File: config.mk
export PLATFORM = sky130hd
export DESIGN_NAME = display_scan_ctrl
export DESIGN_NICKNAME = d
export VERILOG_FILES = /design/src/rtl/display_scan_ctrl.sv
export SDC_FILE = /design/constraint.sdc
export NUM_CORES = 1
export LEC_CHECK = 0
export BUFFER_PORTS_ARGS = -buffer_cell sky130_fd_sc_hd__buf_2
export CORE_MARGIN = 2
export CORE_UTILIZATION = 36
export DETAILED_ROUTE_END_ITERATION = 12
export GPL_TIMING_DRIVEN = 0
export PLACE_DENSITY = 0.51
export SLEW_MARGIN = 40
export SYNTH_ARGS = -nofsm -noshare
export SYNTH_HDL_FRONTEND = slang
export SYNTH_SLANG_ARGS = --single-unit
File: constraint.sdc
create_clock -name clk -period 3.6 [get_ports clk]
set_input_delay 0.54 -clock clk [delete_from_list [all_inputs] [get_ports clk]]
set_output_delay 0.54 -clock clk [all_outputs]
set_load 0.01 [all_outputs]
File: src/rtl/display_scan_ctrl.sv
// Multiplexed 7-segment display controller: binary-to-BCD double-dabble conversion
// feeding a display register that is scanned one digit per prescaler period.
module display_scan_ctrl #(
    parameter int N_DIGITS = 4,
    parameter int BIN_W    = 14,
    parameter int SCAN_DIV = 1000
) (
    input  logic                clk,
    input  logic                rst,
    input  logic [BIN_W-1:0]    bin_in,
    input  logic                bin_valid,
    output logic                bin_ready,
    input  logic                blank_lz,
    output logic [6:0]          seg,
    output logic [N_DIGITS-1:0] dig_en,
    output logic                busy,
    output logic                ovf,
    output logic [1:0]          fsm_state
);

    localparam int BCD_W   = 4 * (N_DIGITS + 1);
    localparam int CNT_W   = $clog2(BIN_W + 1);
    localparam int PRESC_W = $clog2(SCAN_DIV);
    localparam int IDX_W   = (N_DIGITS > 1) ? $clog2(N_DIGITS) : 1;
    localparam logic [63:0] MAX_VAL = 64'(10 ** N_DIGITS) - 64'd1;

    // Handshake: bin_in is taken on a rising edge where bin_valid && bin_ready;
    // bin_valid while bin_ready is low is dropped, nothing is queued.
    typedef enum logic [1:0] {
        IDLE  = 2'd0,
        SHIFT = 2'd1,
        LOAD  = 2'd2
    } state_t;

    state_t             state;
    logic [BIN_W-1:0]   sh;
    logic [BCD_W-1:0]   bcd;
    logic [BCD_W-1:0]   bcd_adj;
    logic [CNT_W-1:0]   cnt;
    logic               ovf_pending;
    logic [3:0]         disp [N_DIGITS];

    logic [PRESC_W-1:0] presc;
    logic [IDX_W-1:0]   idx;
    logic [N_DIGITS:0]  zero_from;
    logic               blank_cur;
    logic [3:0]         cur_nib;
    logic [6:0]         seg_next;
    logic [N_DIGITS-1:0] dig_next;

    assign fsm_state = state;

    always_comb begin
        bcd_adj = bcd;
        for (int i = 0; i < N_DIGITS + 1; i++) begin
            if (bcd[i*4 +: 4] >= 4'd5) begin
                bcd_adj[i*4 +: 4] = bcd[i*4 +: 4] + 4'd3;
            end
        end
    end

    always_ff @(posedge clk) begin
        if (rst) begin
            state       <= IDLE;
            sh          <= '0;
            bcd         <= '0;
            cnt         <= '0;
            ovf_pending <= 1'b0;
            ovf         <= 1'b0;
            bin_ready   <= 1'b1;
            busy        <= 1'b0;
            for (int i = 0; i < N_DIGITS; i++) begin
                disp[i] <= 4'd0;
            end
        end else begin
            case (state)
                IDLE: begin
                    if (bin_valid) begin
                        sh          <= bin_in;
                        bcd         <= '0;
                        cnt         <= CNT_W'(BIN_W);
                        ovf_pending <= (64'(bin_in) > MAX_VAL);
                        state       <= SHIFT;
                        bin_ready   <= 1'b0;
                        busy        <= 1'b1;
                    end
                end
                SHIFT: begin
                    {bcd, sh} <= {bcd_adj[BCD_W-2:0], sh, 1'b0};
                    cnt       <= cnt - 1'b1;
                    if (cnt == CNT_W'(1)) begin
                        state <= LOAD;
                    end
                end
                LOAD: begin
                    for (int i = 0; i < N_DIGITS; i++) begin
                        disp[i] <= bcd[i*4 +: 4];
                    end
                    ovf       <= ovf_pending;
                    state     <= IDLE;
                    bin_ready <= 1'b1;
                    busy      <= 1'b0;
                end
                default: begin
                    state     <= IDLE;
                    bin_ready <= 1'b1;
                    busy      <= 1'b0;
                end
            endcase
        end
    end

    // zero_from[i] is set when digit i and every more-significant digit are zero
    always_comb begin
        zero_from[N_DIGITS] = 1'b1;
        for (int i = N_DIGITS - 1; i >= 0; i--) begin
            zero_from[i] = zero_from[i+1] && (disp[i] == 4'd0);
        end
    end

    always_comb begin
        cur_nib   = disp[idx];
        blank_cur = blank_lz && (idx != '0) && zero_from[idx];
        seg_next  = 7'h00;
        if (ovf) begin
            seg_next = 7'h40;
        end else if (!blank_cur) begin
            case (cur_nib)
                4'd0: seg_next = 7'h3F;
                4'd1: seg_next = 7'h06;
                4'd2: seg_next = 7'h5B;
                4'd3: seg_next = 7'h4F;
                4'd4: seg_next = 7'h66;
                4'd5: seg_next = 7'h6D;
                4'd6: seg_next = 7'h7D;
                4'd7: seg_next = 7'h07;
                4'd8: seg_next = 7'h7F;
                4'd9: seg_next = 7'h6F;
                default: seg_next = 7'h00;
            endcase
        end
        for (int i = 0; i < N_DIGITS; i++) begin
            dig_next[i] = (idx == IDX_W'(i));
        end
    end

    // Index and display register update on the same edge, so the output
    // register never combines a new index with an old value (or vice versa).
    always_ff @(posedge clk) begin
        if (rst) begin
            presc  <= '0;
            idx    <= '0;
            seg    <= 7'h00;
            dig_en <= '0;
        end else begin
            if (presc == PRESC_W'(SCAN_DIV - 1)) begin
                presc <= '0;
                idx   <= (idx == IDX_W'(N_DIGITS - 1)) ? '0 : idx + 1'b1;
            end else begin
                presc <= presc + 1'b1;
            end
            seg    <= seg_next;
            dig_en <= dig_next;
        end
    end

endmodule

==> results of run 1 <==
-- power breakdown --
part,internal (W),leakage [nW],switching (W)
Combinational,0.0000688,0.936,0.000108
Sequential,0.000963,0.698,0.0000228
Clock,0.000313,0.0962,0.000323
-- cell type report --
type / instances / area [um^2]
sequential: 81 / 1780
timing repair buffer: 32 / 160
inverter: 26 / 97.6
multi-input combinational: 270 / 1830
clock inverter: 7 / 61.3
buffer: 19 / 78.8
clock buffer: 9 / 124
fill: 1055 / 5980
tap: 136 / 170
-- stage by stage --
stage	setup slack (ns)	util [%]	hold WS (ns)	area, um^2	cells
floorplan	1.91	-	0.418	3780	396
global placement	1.25	40.0	0.430	4110	564
detailed placement	1.27	40.0	0.443	4110	564
CTS	1.56	41.8	0.428	4300	580
global route	1.44	41.8	0.440	4300	580
finish	1.61	41.8	0.430	4300	580
-- layout by cell type (no fill, tap or decap), drive strengths merged, types with 7 or more instances in the layout --
cell type and n:
inv 26, nor2 67, buf 41, edfxtp 16, ha 21, mux2i 7
o22ai 10, and2 10, xor2 7, clkbuf 19, nor3 16, nand2b 10
a21oi 28, xnor2 9, dfxtp 65, nand2 10
-- routing by layer --
layer  GRT usage, %  part of all wire [%]
met1           21.0                    50
met2           24.5                    45
met3           3.13                   3.6
met4           6.12                   1.6
met5              0                     0
-- logic make-up after synthesis --
| family | after synthesis | synth area share, % |
|---|---|---|
| multiplexers | 12 | 4.53 |
| flip-flops | 81 | 47.1 |
| adder cells (fa/ha/maj) | 21 | 6.94 |
| AND/OR/NAND/NOR | 134 | 16.8 |
| buffers and inverters | 45 | 4.66 |
| XOR/XNOR | 16 | 3.70 |
| AO/OA/AOI/OAI | 87 | 16.3 |
-- sequential cells by signal, summed over array words and instances, names as in the netlist, 2 cells and up, named ones only --
| register | flops |
|---|---|
| fsm_state | 2 |
| bcd | 16 |
| idx | 2 |
| sh | 14 |
| disp | 16 |
| cnt | 4 |
| presc | 10 |
| seg | 7 |
| dig_en | 4 |
-- path summary, 6_finish.rpt --
kind,startpoint,to,slack (ns),cells after the start
max,idx[0]$_SDFFE_PP0N_,seg[3]$_SDFF_PP0_,1.61,6
min reg2reg,presc[0]$_SDFF_PP0_,presc[0]$_SDFF_PP0_,0.45,1
max reg2reg,idx[0]$_SDFFE_PP0N_,seg[3]$_SDFF_PP0_,1.61,6
min,bin_in[0],sh[0]$_SDFFE_PP0P_,0.43,3
-- worst max-delay path: cells and delay by family (launching register included) --
family | cells | cell delay (ns)
buffers and inverters | 1 | 0.10
flip-flops | 1 | 0.45
AO/OA/AOI/OAI | 3 | 0.74
AND/OR/NAND/NOR | 1 | 0.35
adder cells (fa/ha/maj) | 1 | 0.24
-- cell usage after synthesis, types with 3 or more instances --
master and n:
nand3_1 4, and2_1 10, dfxtp_1 65, mux2i_1 7
a32o_1 4, o32ai_1 3, a21oi_1 28, o221a_2 6
clkbuf_1 10, edfxtp_1 16, nor2b_1 6, nand2b_1 10
o21ai_0 5, nor3_1 16, nand2_1 10, inv_1 25
xnor2_1 9, nor2_1 67, a2111oi_0 4, ha_1 21
mux4_2 4, a211oi_1 4, o22ai_1 10, nor4_1 4
buf_1 3, o31ai_1 4, a22o_1 4, buf_2 6
xor2_1 7
==> summary.txt, run 1 <==
Run status
  • Outcome: finished, final reports clean

Clocking
  • H-tree levels: 3
  • Worst skew pair latency: 0.35 ns
  • Clock buffer depth: 2
  • Worst-path clk slew: 0.09 ns
  • Clk sinks: 81
  • Post-CTS Setup Repair Bufs: 0
  • Num CTS Buffers: 9
  • Cts repair resizes: 0
  • Post-CTS Hold Fix Bufs: 0
  • Root buf cell: clkbuf_8
  • CTS tree: built

Timing
  • Setup Viol. Count Final: 0
  • Fin. Hold Viols: 0
  • Worst Tran Pin Value: 0.715 ns
  • Slew Limit Headroom: 52.2%
  • Skew final: 0.0155 ns
  • Final Cycle Share: 55.4%
  • Minimum clock period: 1.99 ns
  • Max Slew Vio Count: 0
  • RSZ-0062 raised after global routing: false
  • Setup_tns: 0 ns
  • Achievable clock frequency: 0.501 GHz

Yosys
  • Net Count, Synth: 435
  • Synth Instances: 396
  • EDFF count, synth: 16
  • Post-synth top area share: 34.4%
  • Top cells by area, synth: dfxtp_1 (34%), edfxtp_1 (13%), ha_1 (6.9%), nor2_1 (6.6%), a21oi_1 (3.7%)
  • Synth async-reset ratio: 0%
  • Area leader, netlist: dfxtp_1
  • Avg Inst Size Synth: 9.55 um^2
  • Warnings, synthesis: 0
  • Top_reg_cell synth: dfxtp_1
  • Sequential fraction of the synthesis area: 47.1%
  • Synth unique cells: 47
  • Post-synthesis instance area: 0.00378 mm^2
  • Synth Register Bits: 81

Global route
  • Largest net degree at the start of global routing: 18
  • Grt ovf: 0
  • Initial antenna violation count: 0
  • Overall Global Routing Usage: 15.6%
  • First-pass GRT wire length: 13,800 um
  • Vias in the first global route: 2,729

Critical path
  • CP required: 3.82 ns
  • Slowest-stage cell, CP: dfxtp_1
  • Crit Path Class: reg -> reg
  • CP Cell Sequence: inv_1 > ha_1 > nor4b_1 > o311ai_1 > o2111ai_1 > o22ai_1
  • Crit path launch type: flop
  • CP Capture Type: flop
  • Max FO, Critical Path: 7
  • Worst Path Arrival: 2.21 ns
  • Slowest stage delay, CP: 0.45 ns

Cells and area
  • Area delta synth->final: 13.6%
  • Ant diodes: 0
  • Share of cells above drive strength 1: 15.1%
  • Final nets: 478

Min path
  • HP Class: in -> reg

Route
  • Post-DRT Antenna Nets: 0
  • Vias per inst: 5.03
  • Initial DRC count: 146
  • Via count: 2,919
  • Final wirelength: 8330 um
  • Routed WL per cell: 14.4 um
  • Residual DRC: 0
  • Drt first pass iters: 4

Power
  • IR drop worst, VDD: 0.166 mV
  • Total Power: 0.00180 W
  • Static Leak: 1.73 nW
  • PwrDens: 418 mW/mm^2

Floorplanning
  • DIE AREA: 0.0113 mm^2
  • Initial Util: 36.8%
  • Ports: 34
  • Die height: 107 um
  • CORE AREA: 0.0103 mm^2
  • Core Rows: 37
  • Horiz. Die Dim: 107 um

Placed design
  • GPL Wtd Cong: 0.773
  • Dpl hpwl: 6050 um
  • Port bufs: 32

Flow run
  • Max cap viols: 0
Note: power is estimated with default switching activity, not from simulation.
==> run 2, diff against run 1 <==
--- a/config.mk
+++ b/config.mk
@@ -10,7 +10,7 @@
 export CORE_UTILIZATION = 36
 export DETAILED_ROUTE_END_ITERATION = 12
 export GPL_TIMING_DRIVEN = 0
-export PLACE_DENSITY = 0.51
+export PLACE_DENSITY = 0.53
 export SLEW_MARGIN = 40
 export SYNTH_ARGS = -nofsm -noshare
 export SYNTH_HDL_FRONTEND = slang
==> constraint.sdc (replaced) <==
create_clock -name clk -period 1.6 [get_ports clk]
set_input_delay 0.24 -clock clk [delete_from_list [all_inputs] [get_ports clk]]
set_output_delay 0.24 -clock clk [all_outputs]
set_load 0.01 [all_outputs]
==> run 2 against run 1 <==
The run now ends with negative setup slack left. Sequential power increased by 130%. First-iteration DRC count up 55%. Clock power rose to 2.7 times the previous value. Final cell count rose by 1.4%. Worst hold slack got worse by 0.28 ns. Core utilization is 3.8 points higher.
==> summary.txt, run 2 (same netlist as run 1, synthesis figures left out) <==
Placed design
  • Dpl ws: -0.516 ns (was 1.27 ns)
  • GPL Wtd Cong: 0.805 (was 0.773)
  • Dpl hpwl: 6100 um (was 6050 um)
  • DP Cell Count: 564 (unchanged)
  • Port bufs: 32 (unchanged)

Timing
  • Max Slew Vio Count: 0 (unchanged)
  • Slew Limit Headroom: 63.0% (was 52.2%)
  • Final Cycle Share: 108% (was 55.4%)
  • Minimum clock period: 1.72 ns (was 1.99 ns)
  • Setup Viol. Count Final: 7 (was 0)
  • RSZ-0062 raised after global routing: true (was false)
  • Achievable clock frequency: 0.581 GHz (was 0.501 GHz)
  • Fin. Hold Viols: 0 (unchanged)
  • Skew final: 0.0118 ns (was 0.0155 ns)
  • Setup ws final: -0.120 ns (was 1.61 ns)
  • Worst Tran Pin Value: 0.556 ns (was 0.715 ns)

Global route
  • Overall Global Routing Usage: 16.6% (was 15.6%)
  • Vias in the first global route: 2,958 (was 2,729)
  • Initial antenna violation count: 0 (unchanged)
  • Largest net degree at the start of global routing: 18 (unchanged)
  • Grt ovf: 0 (unchanged)
  • First-pass GRT wire length: 14,700 um (was 13,800 um)

Power
  • Flop pwr share: 50.5% (was 54.8%)
  • IR drop worst, VDD: 0.447 mV (was 0.166 mV)
  • Static Leak: 1.87 nW (was 1.73 nW)
  • Clk network pwr share: 39.4% (was 35.4%)
  • Pint: 0.00324 W (was 0.00135 W)
  • Comb power frac: 10.1% (was 9.8%)
  • Net Switching: 0.00115 W (was 0.000453 W)
  • PwrDens: 936 mW/mm^2 (was 418 mW/mm^2)
  • Net Sw Frac: 26.2% (was 25.2%)

Floorplanning
  • Horiz. Die Dim: 107 um (unchanged)
  • Ports: 34 (unchanged)
  • Die height: 107 um (unchanged)
  • Initial Util: 36.8% (unchanged)
  • Core Rows: 37 (unchanged)
  • DIE AREA: 0.0113 mm^2 (unchanged)
  • CORE AREA: 0.0103 mm^2 (unchanged)

Flow run
  • Max cap viols: 0 (unchanged)

Route
  • Vias per inst: 5.16 (was 5.03)
  • Drt first pass iters: 4 (unchanged)
  • Highest routed layer: met4 (unchanged)
  • Post-DRT Antenna Nets: 0 (unchanged)
  • Routed WL per cell: 15.3 um (was 14.4 um)
  • Residual DRC: 0 (unchanged)
  • Initial DRC count: 227 (was 146)
  • M1 WL: 4420 um (was 4170 um)
  • Final wirelength: 9010 um (was 8330 um)
  • Via count: 3,034 (was 2,919)
  • Routed wl met2: 4140 um (was 3720 um)
  • DR WL met3: 331 um (was 302 um)

Critical path
  • Crit path launch type: flop (unchanged)
  • Max FO, Critical Path: 4 (was 7)
  • Worst Path Arrival: 2.02 ns (was 2.21 ns)
  • Crit Path Class: reg -> reg (unchanged)
  • CP Capture Type: flop (unchanged)
  • CP required: 1.90 ns (was 3.82 ns)

Run status
  • Outcome: finished with violations (was finished, final reports clean)
  • Failing checks: negative setup slack

Cells and area
  • Biggest regs: bcd x16, disp x16, sh x14 (unchanged)
  • Area delta synth->final: 24.1% (was 13.6%)
  • Fin cells: 588 (was 580)
  • Commonest non-fill, non-tap cell in the layout: nor2_1 (unchanged)
  • Ant diodes: 0 (unchanged)
  • FILL cells: 994 (was 1,055)
  • Most frequent cells in the layout: nor2_1 (62), dfxtp_1 (55), buf_2 (39), a21oi_1 (23), inv_1 (21) (was nor2_1 (67), dfxtp_1 (65), buf_2 (38), a21oi_1 (28), inv_1 (25))
  • Final core utilization: 45.7% (was 41.8%)
  • Share of cells above drive strength 1: 29.0% (was 15.1%)
  • Final nets: 486 (was 478)

Clocking
  • Num CTS Buffers: 9 (unchanged)
  • CTS tree: built (unchanged)
  • Worst-path clk slew: 0.09 ns (about the same)
  • Clock buffer depth: 2 (unchanged)
  • Worst skew pair latency: 0.36 ns (was 0.35 ns)
  • Root buf cell: clkbuf_8 (unchanged)
  • H-tree levels: 3 (unchanged)
  • Clk sinks: 81 (unchanged)

Min path
  • HP Class: in -> reg (unchanged)
run 2: cell types whose count changed in the layout (fill, tap and decap cells not counted), moves of 4 or more:
cell	before	now
ha_4	0	5
clkbuf_1	10	6
ha_1	21	14
nor2_2	0	4
dfxtp_4	0	6
buf_4	0	9
a21oi_2	0	5
a21oi_1	28	23
inv_1	25	21
dfxtp_2	0	4
nor2_1	67	62
dfxtp_1	65	55
run 2: final cells by class:
class	count	area, um^2	share of cell area (%)
Buffer	17	88.8	1.89
Clock buffer	9	124	2.64
Clock inverter	7	103	2.19
Inverter	26	105	2.24
Multi-Input combinational cell	270	2050	43.7
Sequential cell	81	1810	38.5
Tap cell	136	170	3.62
Timing Repair Buffer	42	243	5.17
run 2: stage by stage:
step / hold slack (ns) / total power, W / instance area (um^2) / setup TNS, ns
CTS: 0.131 / 0.00441 / 4500 / -0.413
global route: 0.167 / 0.00459 / 4690 / -1.22
detailed placement: 0.449 / 0.00266 / 4120 / -14.47
global placement: 0.435 / 0.00266 / 4120 / -14.81
floorplan: 0.401 / 0.00253 / 3790 / -0.0624
finish: 0.149 / 0.00439 / 4690 / -0.603
run 2: worst paths after layout:
check / from / endpoint / slack (ns) / depth (start not counted)
worst min register to register: presc[0]$_SDFF_PP0_ / presc[0]$_SDFF_PP0_ / 0.45 / 1
worst min-delay path: bin_in[0] / sh[0]$_SDFFE_PP0P_ / 0.15 / 3
worst max-delay path: flop / seg[2]$_SDFF_PP0_ / -0.12 / 6
worst max register to register: flop / seg[2]$_SDFF_PP0_ / -0.12 / 6
run 2: layer usage:
metal,global-route usage (%),vias to the layer above
met3,3.92,9
li1,-,1511
met2,25.1,52
met1,23.3,1462
met5,0,-
met4,5.75,0
run 2: critical path, stage by stage, from the launching register on:
cell	delay, ns
dfxtp_2	0.33
buf_6	0.11
mux4_2	0.61
buf_6	0.18
ha_4	0.14
a21o_1	0.17
a21oi_1	0.11
run 2: repair_timing:
| action | CTS | global route |
|---|---|---|
| setup buffers | 5 | 5 |
| pin swaps | 7 | 12 |
| resized for setup | 41 | 39 |
| cloned | 0 | 0 |
| hold buffers | 0 | 0 |
| endpoints found under the setup margin | 78 | 35 |
run 2: power groups by stage:
stage,Clock [W],Sequential [W],Combinational (W)
global route,0.00186,0.00223,0.000501
finish,0.00173,0.00222,0.000444
global placement,0,0.00227,0.000395
CTS,0.00177,0.00222,0.000421
detailed placement,0,0.00227,0.000399
floorplan,0,0.00226,0.000267
==> run 3, diff against run 2 <==
--- a/config.mk
+++ b/config.mk
@@ -8,6 +8,7 @@
 export BUFFER_PORTS_ARGS = -buffer_cell sky130_fd_sc_hd__buf_2
 export CORE_MARGIN = 2
 export CORE_UTILIZATION = 36
+export CTS_BUF_LIST = sky130_fd_sc_hd__clkbuf_16
 export DETAILED_ROUTE_END_ITERATION = 12
 export GPL_TIMING_DRIVEN = 0
 export PLACE_DENSITY = 0.53
==> run 3 against run 2 <==
The flow still finishes with violations (negative setup slack). Sequential cell count stayed put. Non-clock buffer count is 5 higher. First-iteration DRC count is 6.6% higher. Via count is 0.73% higher. Highest routed layer unchanged. Core utilization is 1.9 points higher. Die area stayed put. Clock power is 31% higher. Final cell count is 0.85% higher. Critical endpoint unchanged. Cell area is 4.1% higher.
==> summary.txt, run 3 (same netlist as run 1, synthesis figures left out) <==
Floorplanning
  • Initial Util: 36.8% (unchanged)
  • Horiz. Die Dim: 107 um (unchanged)
  • Die height: 107 um (unchanged)
  • CORE AREA: 0.0103 mm^2 (unchanged)
  • Core Rows: 37 (unchanged)
  • Ports: 34 (unchanged)
  • DIE AREA: 0.0113 mm^2 (unchanged)

Cells and area
  • Fin cells: 593 (was 588)
  • Final nets: 491 (was 486)
  • Biggest regs: bcd x16, disp x16, sh x14 (unchanged)
  • Most frequent cells in the layout: nor2_1 (61), dfxtp_1 (55), buf_2 (39), a21oi_1 (22), inv_1 (19) (was nor2_1 (62), dfxtp_1 (55), buf_2 (39), a21oi_1 (23), inv_1 (21))
  • Share of cells above drive strength 1: 31.1% (was 29.0%)
  • Commonest non-fill, non-tap cell in the layout: nor2_1 (unchanged)
  • Ant diodes: 0 (unchanged)
  • Area delta synth->final: 29.1% (was 24.1%)

Critical path
  • Crit path launch type: flop (unchanged)
  • Cell mode on critical path: buf_6 (unchanged)
  • CP delay by family, top: multiplexers (unchanged)
  • CP Cell Sequence: buf_6 > mux4_2 > buf_6 > ha_4 > a21o_1 > a21oi_1 (unchanged)
  • Crit Path Class: reg -> reg (unchanged)
  • Worst Path Arrival: 1.99 ns (was 2.02 ns)
  • Bufs and invs on worst path: 2 (unchanged)
  • Max FO, Critical Path: 4 (unchanged)
  • Slowest-stage cell, CP: mux4_2 (unchanged)
  • Slowest stage delay, CP: 0.61 ns (about the same)
  • CP Capture Type: flop (unchanged)
  • Critical path depth in cells: 6 (unchanged)
  • R2R depth: 6 (unchanged)
  • CP required: 1.87 ns (was 1.90 ns)

Route
  • Final wirelength: 9000 um (was 9010 um)
  • Routed WL per cell: 15.2 um (was 15.3 um)
  • Post-DRT Antenna Nets: 0 (unchanged)
  • M1 WL: 4420 um (about the same)
  • Routed wl met2: 4120 um (was 4140 um)
  • Via count: 3,056 (was 3,034)
  • Residual DRC: 0 (unchanged)
  • Drt first pass iters: 4 (unchanged)
  • Initial DRC count: 242 (was 227)
  • DR WL met3: 361 um (was 331 um)
  • Highest routed layer: met4 (unchanged)
  • Vias per inst: 5.15 (was 5.16)

Clocking
  • Root buf cell: clkbuf_16 (was clkbuf_8)
  • Clock buffer depth: 2 (unchanged)
  • Worst skew pair latency: 0.34 ns (was 0.36 ns)
  • CTS tree: built (unchanged)
  • Clk sinks: 81 (unchanged)
  • H-tree levels: 3 (unchanged)
  • Post-CTS Hold Fix Bufs: 0 (unchanged)
  • Worst-path clk slew: 0.06 ns (was 0.09 ns)
  • Num CTS Buffers: 9 (unchanged)

Min path
  • HP Class: in -> reg (unchanged)
  • Worst hold path depth: 3 (unchanged)

Timing
  • Skew final: 0.00835 ns (was 0.0118 ns)
  • Setup ws final: -0.116 ns (was -0.120 ns)
  • Achievable clock frequency: 0.583 GHz (was 0.581 GHz)
  • Minimum clock period: 1.72 ns (about the same)
  • Worst Tran Pin Value: 0.553 ns (was 0.556 ns)
  • Setup Viol. Count Final: 7 (unchanged)
  • Final Cycle Share: 107% (was 108%)
  • RSZ-0062 raised after global routing: true (unchanged)
  • Max Slew Vio Count: 0 (unchanged)
  • Fin. Hold Viols: 0 (unchanged)
  • Slew Limit Headroom: 63.1% (was 63.0%)

Power
  • IR drop worst, VDD: 0.553 mV (was 0.447 mV)
  • PwrDens: 1010 mW/mm^2 (was 936 mW/mm^2)
  • Static Leak: 1.96 nW (was 1.87 nW)

Placed design
  • GPL Wtd Cong: 0.805 (unchanged)
  • Port bufs: 32 (unchanged)
  • Dpl ws: -0.516 ns (unchanged)
  • DP Cell Count: 564 (unchanged)
  • Dpl hpwl: 6100 um (unchanged)

Flow run
  • Max cap viols: 0 (unchanged)

Global route
  • Grt ovf: 0 (unchanged)
  • Overall Global Routing Usage: 16.5% (was 16.6%)
  • Vias in the first global route: 2,908 (was 2,958)
  • Initial antenna violation count: 0 (unchanged)
  • First-pass GRT wire length: 14,600 um (was 14,700 um)
  • Largest net degree at the start of global routing: 18 (unchanged)

Run status
  • Outcome: finished with violations (unchanged)
  • Failing checks: negative setup slack (unchanged)
==> run 3: cell count changes in the layout (fill, tap and decap cells not counted), moves of 2 or more <==
cell	before	now
buf_4	9	15
clkbuf_16	0	9
nor2_4	1	5
inv_1	21	19
clkbuf_8	9	0
nor2_2	4	1
==> run 3: stage by stage <==
step	power (W)	area, um^2	util, %	hold slack, ns	setup TNS, ns
final	0.00495	4880	47.5	0.175	-0.440
after detailed placement	0.00266	4120	40.1	0.449	-14.47
after global placement	0.00266	4120	40.1	0.435	-14.81
after floorplan	0.00253	3790	-	0.401	-0.0624
after CTS	0.00496	4600	44.8	0.161	-0.281
after global routing	0.00516	4880	47.5	0.201	-0.964
==> run 3: layer usage <==
metal,vias to the layer above,track usage [%]
met5,-,0
met4,0,5.01
met3,7,3.86
met2,57,25.3
met1,1460,23.1
li1,1532,-
==> run 3: timing repair <==
action                     in CTS  in global routing
buffers inserted                4                 11
gates resized for setup        43                 48
setup endpoints to repair      81                 28
pin swaps                       7                 16
==> run 3: final cells by class <==
cell class                 instances  area, um^2
buffer                            17        88.8
clock buffer                       9         225
clock inverter                     7         103
fill                             973        5390
inverter                          26         108
multi-input combinational        270        2100
sequential                        81        1810
tap                              136         170
timing repair buffer              47         277
==> run 3: path summary, 6_finish.rpt <==
path                             from                  end  slack (ns)
setup / recovery                 flop    seg[2]$_SDFF_PP0_       -0.12
hold / removal              bin_in[0]   sh[0]$_SDFFE_PP0P_        0.18
setup reg to reg                 flop    seg[2]$_SDFF_PP0_       -0.12
hold reg to reg   presc[0]$_SDFF_PP0_  presc[0]$_SDFF_PP0_        0.44
==> run 3: tightest hold or removal path: cells and delay by family <==
family | cells | cell delay (ns)
AOI/OAI and AO/OA | 1 | 0.07
buffers and inverters | 1 | 0.08
and+or+nand+nor | 1 | 0.09
==> run 3: where the power goes <==
| group | internal (W) | switching [W] | total (W) |
|---|---|---|---|
| sequential | 0.00216 | 0.0000578 | 0.00222 |
| clock | 0.00139 | 0.000888 | 0.00227 |
| combinational | 0.000191 | 0.000270 | 0.000460 |
| total | 0.00374 | 0.00122 | 0.00495 |
